## src/rtl/ctrl_var_pkg.sv

```systemverilog
// rtl/ctrl_var_pkg.sv - shared FSM and direction types for the control-variable bank
package ctrl_var_pkg;

    typedef enum logic [1:0] {
        IDLE = 2'd0,
        HOLD = 2'd1,
        SLOW = 2'd2,
        FAST = 2'd3
    } hold_fsm_t;

    typedef enum logic {
        DN = 1'b0,
        UP = 1'b1
    } step_dir_t;

endpackage

```

## src/rtl/ctrl_var_bank_tick_prescaler.sv

```systemverilog
// rtl/ctrl_var_bank_tick_prescaler.sv - free-running repeat-tick divider, restarted by clear
module tick_prescaler #(
    parameter int TICK_CYCLES = 10
) (
    input  logic clk,
    input  logic reset,
    input  logic clear,
    output logic tick
);

    localparam int PW = (TICK_CYCLES > 1) ? $clog2(TICK_CYCLES) : 1;
    localparam logic [PW-1:0] LAST = PW'(TICK_CYCLES - 1);

    logic [PW-1:0] count;

    always_ff @(posedge clk) begin
        if (reset || clear) begin
            count <= '0;
        end else if (count == LAST) begin
            count <= '0;
        end else begin
            count <= count + PW'(1);
        end
    end

    // count is held at zero while cleared, so no tick can leak out of IDLE
    assign tick = (count == LAST);

endmodule

```

## src/rtl/ctrl_var_bank.sv

```systemverilog
// rtl/ctrl_var_bank.sv - button-edited bank of debug variables with press-and-hold acceleration
// Optional: CTRL_VAR_SAT_EN selects saturating steps instead of wrap-around.
module ctrl_var_bank
    import ctrl_var_pkg::*;
#(
    parameter int NUM_VARS    = 16,
    parameter int WIDTH       = 16,
    parameter logic [NUM_VARS-1:0][WIDTH-1:0] INIT = '0,
    parameter int TICK_CYCLES = 10,
    parameter int HOLD_TICKS  = 10,
    parameter int FAST_TICKS  = 20,
    parameter int STEP_SLOW   = 1,
    parameter int STEP_FAST   = 10
) (
    input  logic                               clk,
    input  logic                               reset,
    input  logic                               btn_inc,
    input  logic                               btn_dec,
    input  logic                               btn_next,
    input  logic                               btn_prev,
    output logic [NUM_VARS-1:0][WIDTH-1:0]     control_vars,
    output logic [$clog2(NUM_VARS)-1:0]        sel_idx,
    output logic                               var_changed,
    output hold_fsm_t                          hold_state
);

    localparam int IW   = $clog2(NUM_VARS);
    localparam int MAXT = (HOLD_TICKS > FAST_TICKS) ? HOLD_TICKS : FAST_TICKS;
    localparam int CW   = $clog2(MAXT + 1);
    localparam logic [IW-1:0]    LAST_IDX = IW'(NUM_VARS - 1);
    localparam logic [WIDTH-1:0] STEP_S   = WIDTH'(STEP_SLOW);
    localparam logic [WIDTH-1:0] STEP_F   = WIDTH'(STEP_FAST);

    logic            next_q, prev_q;
    logic            next_rise, prev_rise;
    logic            tick, held;
    logic [CW-1:0]   tick_cnt;
    step_dir_t       dir;
    logic            do_step, step_up, changed;
    logic [WIDTH-1:0] step_amt, cur, stepped;

    tick_prescaler #(.TICK_CYCLES(TICK_CYCLES)) u_prescaler (
        .clk   (clk),
        .reset (reset),
        .clear (hold_state == IDLE),
        .tick  (tick)
    );

    assign next_rise = btn_next && !next_q;
    assign prev_rise = btn_prev && !prev_q;
    assign held      = (dir == UP) ? btn_inc : btn_dec;
    assign cur       = control_vars[sel_idx];

    always_comb begin
        do_step  = 1'b0;
        step_up  = (dir == UP);
        step_amt = STEP_S;
        case (hold_state)
            IDLE: begin
                do_step = btn_inc ^ btn_dec;
                step_up = btn_inc;
            end
            SLOW: do_step = held && tick;
            FAST: begin
                do_step  = held && tick;
                step_amt = STEP_F;
            end
            default: ;
        endcase
    end

`ifdef CTRL_VAR_SAT_EN
    logic [WIDTH:0] sum, diff;

    always_comb begin
        sum  = {1'b0, cur} + {1'b0, step_amt};
        diff = {1'b0, cur} - {1'b0, step_amt};
        if (step_up) begin
            stepped = sum[WIDTH] ? '1 : sum[WIDTH-1:0];
        end else begin
            stepped = diff[WIDTH] ? '0 : diff[WIDTH-1:0];
        end
        changed = (stepped != cur);
    end
`else
    assign stepped = step_up ? cur + step_amt : cur - step_amt;
    assign changed = 1'b1;
`endif

    always_ff @(posedge clk) begin
        if (reset) begin
            control_vars <= INIT;
            sel_idx      <= '0;
            var_changed  <= 1'b0;
            hold_state   <= IDLE;
            tick_cnt     <= '0;
            dir          <= UP;
            next_q       <= 1'b0;
            prev_q       <= 1'b0;
        end else begin
            next_q      <= btn_next;
            prev_q      <= btn_prev;
            var_changed <= 1'b0;
            if (do_step) begin
                control_vars[sel_idx] <= stepped;
                var_changed           <= changed;
            end
            case (hold_state)
                IDLE: begin
                    if (next_rise && !prev_rise) begin
                        sel_idx <= (sel_idx == LAST_IDX) ? '0 : sel_idx + IW'(1);
                    end else if (prev_rise && !next_rise) begin
                        sel_idx <= (sel_idx == '0) ? LAST_IDX : sel_idx - IW'(1);
                    end
                    if (btn_inc ^ btn_dec) begin
                        hold_state <= HOLD;
                        dir        <= btn_inc ? UP : DN;
                        tick_cnt   <= '0;
                    end
                end
                HOLD: begin
                    if (!held) begin
                        hold_state <= IDLE;
                    end else if (tick) begin
                        if (tick_cnt == CW'(HOLD_TICKS - 1)) begin
                            hold_state <= SLOW;
                            tick_cnt   <= '0;
                        end else begin
                            tick_cnt <= tick_cnt + CW'(1);
                        end
                    end
                end
                SLOW: begin
                    if (!held) begin
                        hold_state <= IDLE;
                    end else if (tick) begin
                        if (tick_cnt == CW'(FAST_TICKS - 1)) begin
                            hold_state <= FAST;
                            tick_cnt   <= '0;
                        end else begin
                            tick_cnt <= tick_cnt + CW'(1);
                        end
                    end
                end
                FAST: begin
                    if (!held) begin
                        hold_state <= IDLE;
                    end
                end
                default: hold_state <= IDLE;
            endcase
        end
    end

endmodule

```

## config.mk

```make
export PLATFORM = sky130hd
export DESIGN_NAME = ctrl_var_bank
export DESIGN_NICKNAME = d
export VERILOG_FILES = /design/src/rtl/ctrl_var_pkg.sv /design/src/rtl/ctrl_var_bank_tick_prescaler.sv /design/src/rtl/ctrl_var_bank.sv
export SDC_FILE = /design/constraint.sdc
export NUM_CORES = 1
export LEC_CHECK = 0
export CAP_MARGIN = 0
export CORE_MARGIN = 2
export CORE_UTILIZATION = 46
export DETAILED_ROUTE_END_ITERATION = 8
export PLACE_DENSITY = 0.7
export SYNTH_ARGS = -nofsm -noshare
export SYNTH_HDL_FRONTEND = slang
export SYNTH_SLANG_ARGS = --single-unit
export TNS_END_PERCENT = 50
```

## constraint.sdc

```tcl
create_clock -name clk -period 6.1 [get_ports clk]
set_input_delay 0.915 -clock clk [delete_from_list [all_inputs] [get_ports clk]]
set_output_delay 0.915 -clock clk [all_outputs]
set_load 0.03 [all_outputs]
```

==> qor.yml <==
setup_path:
  worstPathCellList: "buf_4 > mux4_2 > mux4_2 > ha_1 > and2_1 > and3_1 > a31oi_4 > a211oi_1 > a211oi_2 > xnor2_2 > a211oi_1"
  required_ps: 6490
  crit_slowest_cell: "sky130_fd_sc_hd__xnor2_2"
  crit_path_end_kind: "flip-flop"
  rrSetupSlack_ps: 1360
  regToRegStartpoint: "sel_idx[0]"
  path_class: "reg -> reg"
  startpoint: "sel_idx[0]"
  critical-path-max-stage-delay_ps: 850
  critPathLaunchType: "flip-flop"
  crit_path_max_fanout: 34
  critPathArrivalTime_ps: 5140
floorplan:
  chipHeight_um: 171
  io-pin-count: 269
  initial_utilization: 0.465
  core_area_um2: 27600
  die-area_um2: 29300
  die_w_um: 171
  rows: 61
placed_design:
  hpwlAfterDp_um: 30200
  portBuffers: 268
  detailedPlace.worstSlack_ps: 1410
  dpl-instance-area_um2: 15600
  gp_congestion: 0.931
yosys:
  synth-seq-area-share: 0.429
  yosys_most_used_dff: "sky130_fd_sc_hd__dfxtp_1"
  netlist.top_cell.by_area: "sky130_fd_sc_hd__dfxtp_1"
  synthesis.nets: 1501
  yosys_warnings: 0
  synth_enable_flop_cells: 0
  syn_inst: 1463
  ys_types: 49
  synth.top_cells.by_area: "sky130_fd_sc_hd__dfxtp_1 (43%), sky130_fd_sc_hd__mux4_2 (14%), sky130_fd_sc_hd__a21oi_1 (8.3%)"
  yosysTopAreaCellShare: 0.429
  async_reset_ff_frac: 0
  ys_ff_latch: 275
  mappedNetlistArea_um2: 12800
  average_cell_area_after_synthesis_um2: 8.77
sta:
  period_minus_slack_ps: 4740
  setup_viol: 0
  setup_repair_after_global_routing_missed_its_margin: "no"
  finalMaxSlewViolations: 0
  slew_headroom: 0.263
  hold_viol: 0
  timing.fmax_ghz: 0.211
  worst_tran_pin_value_ps: 1100
  finalWorstSetupSlack_ps: 1360
  fin_tns_setup_ps: 0
  finClkSkew_ps: 16.1
  fin_crit_sh: 0.778
final_layout:
  stdcell_area_um2: 16600
  finalNetCount: 1693
  fraction_of_layout_instances_using_a_drive_strength_above_1: 0.102
  number_of_diodes: 0
  num-fill-cells: 2385
  area.growth.synth_to_final_pct: 29.1
pwr:
  power_density_nw_per_um2: 316
  vdd.ir_drop.worst_uv: 163
  report.power.total_mw: 5.24
  power.leakage_nw: 5.71
routing:
  viasPerCell: 5.80
  drt_iter0_markers: 1286
  vias: 11923
  ant_nets: 0
  avgRoutedWirePerCell_um: 20.7
  dr.pass1.iters: 5
  detail_route.wirelength_um: 42600
  drc: 0
grt:
  first_global_vias: 11107
  grt_use_total: 0.282
  grt_max_degree: 105
  grt_first_pass_wirelength_um: 64000
  globalRouteOverflowTotal: 0
  antenna_found_initial: 0
clock_network:
  tritoncts: "built"
  skew_pair_late_insertion_delay_ps: 560
  clkTransAtPathRegs_ps: 70
  root_buffer: "sky130_fd_sc_hd__clkbuf_16"
  cts_hold_buf: 0
  numClockSinks: 275
  cts-htree-levels: 1
  numCtsBuffers: 29
  cts-root-to-sink-buffers: 3
  post_cts_resized: 0
  cts_post_setup_buffers_inserted: 0
run_status:
  run_status: "complete, no violations"
worst_hold_path:
  timing.hold.worst.start: "control_vars[221]"
  holdCritPathClass: "reg -> reg"
flow_run:
  drv.max_cap_violation_count: 0
[where the power goes]
| part | internal, mW | switching, mW |
|---|---|---|
| Sequential | 1.87 | 0.142 |
| Clock | 0.999 | 0.743 |
| Combinational | 0.521 | 0.964 |
[worst paths after layout]
check             cells after the start                 to
setup reg to reg                     11  control_vars[207]
setup / recovery                     11  control_vars[207]
hold reg to reg                       2  control_vars[221]
hold / removal                        2  control_vars[221]
[Yosys cell counts (all sizes together) (2+ instances only)]
cell type	number
a211oi	47
nor2b	8
a21oi	213
nand2b	7
a31oi	19
o21a	2
nor2	196
or3	4
nand2	279
buf	46
nand3	40
and2	4
inv	17
clkbuf	83
mux4	79
a311oi	2
a21o	8
and3	17
dfxtp	275
xor2	6
nor3	7
o21bai	2
o21ai	38
or4bb	2
xnor2	9
ha	31
mux2i	6
[logic make-up (layout without fill, tap and decap cells)]
logic type / after synthesis / after routing / synth area share
mux: 86 / 86 / 0.144
simple gates: 568 / 568 / 0.181
compound gates: 340 / 340 / 0.156
buf+inv: 147 / 360 / 0.0482
fa+ha+maj: 32 / 32 / 0.0318
xor+xnor: 15 / 15 / 0.0102
flops: 275 / 275 / 0.429
[layer usage]
metal | routed length, µm | vias up | global-route usage
met4 | 1690 | 0 | 0.114
met5 | 0 | - | 0
li1 | - | 5468 | -
met3 | 4070 | 104 | 0.0520
met2 | 19100 | 600 | 0.435
met1 | 17700 | 5751 | 0.393
[state kept, by name, indices dropped and copies added, names as in the netlist]
signal             flops
u_prescaler.count      4
sel_idx                4
dir                    1
prev_q                 1
next_q                 1
tick_cnt               5
var_changed            1
control_vars         256
hold_state             2
[through the flow]
step	hold WS (ps)	cells	util
2_1_floorplan	433	1463	-
3_3_place_gp	446	2002	0.566
3_5_place_dp	462	2002	0.566
4_1_cts	470	2054	0.600
5_1_grt	490	2054	0.600
6_report	471	2054	0.600
[critical path: cells and delay by family, from the launching register on]
| kind | cells | cell delay, ps |
|---|---|---|
| AOI/OAI and AO/OA | 4 | 700 |
| buffers and inverters | 1 | 360 |
| DFF | 1 | 780 |
| xor gates and xnor gates | 1 | 850 |
| and+or+nand+nor | 2 | 400 |
| adders and majority gates | 1 | 390 |
| muxes | 2 | 1050 |
[cell type report]
cell class              count  area, µm²  area share
repair buffers            290       2860       0.173
clock inverters            10       82.6     0.00498
multi-input cells        1041       6740       0.406
clock buffers              42        845      0.0509
well taps                 378        473      0.0285
inverters                  18       67.6     0.00408
flip-flops and latches    275       5510       0.333
[layout by cell type, fill, tap and decap left out, drive strengths merged, types with 6 or more instances in the layout]
cell,synthesis,routed
nand3,40,40
buf,46,23
a211oi,47,47
a21o,8,8
and3,17,17
xor2,6,6
mux2i,6,6
a21oi,213,213
clkinv,1,8
nor2,196,196
nor2b,8,8
dfxtp,275,275
nand2,279,279
clkbuf,83,42
nand2b,7,7
clkdlybuf4s50,0,267
inv,17,19
xnor2,9,9
a31oi,19,19
ha,31,31
mux4,79,79
nor3,7,7
o21ai,38,38
No activity file was read; power rests on OpenSTA's default activity.
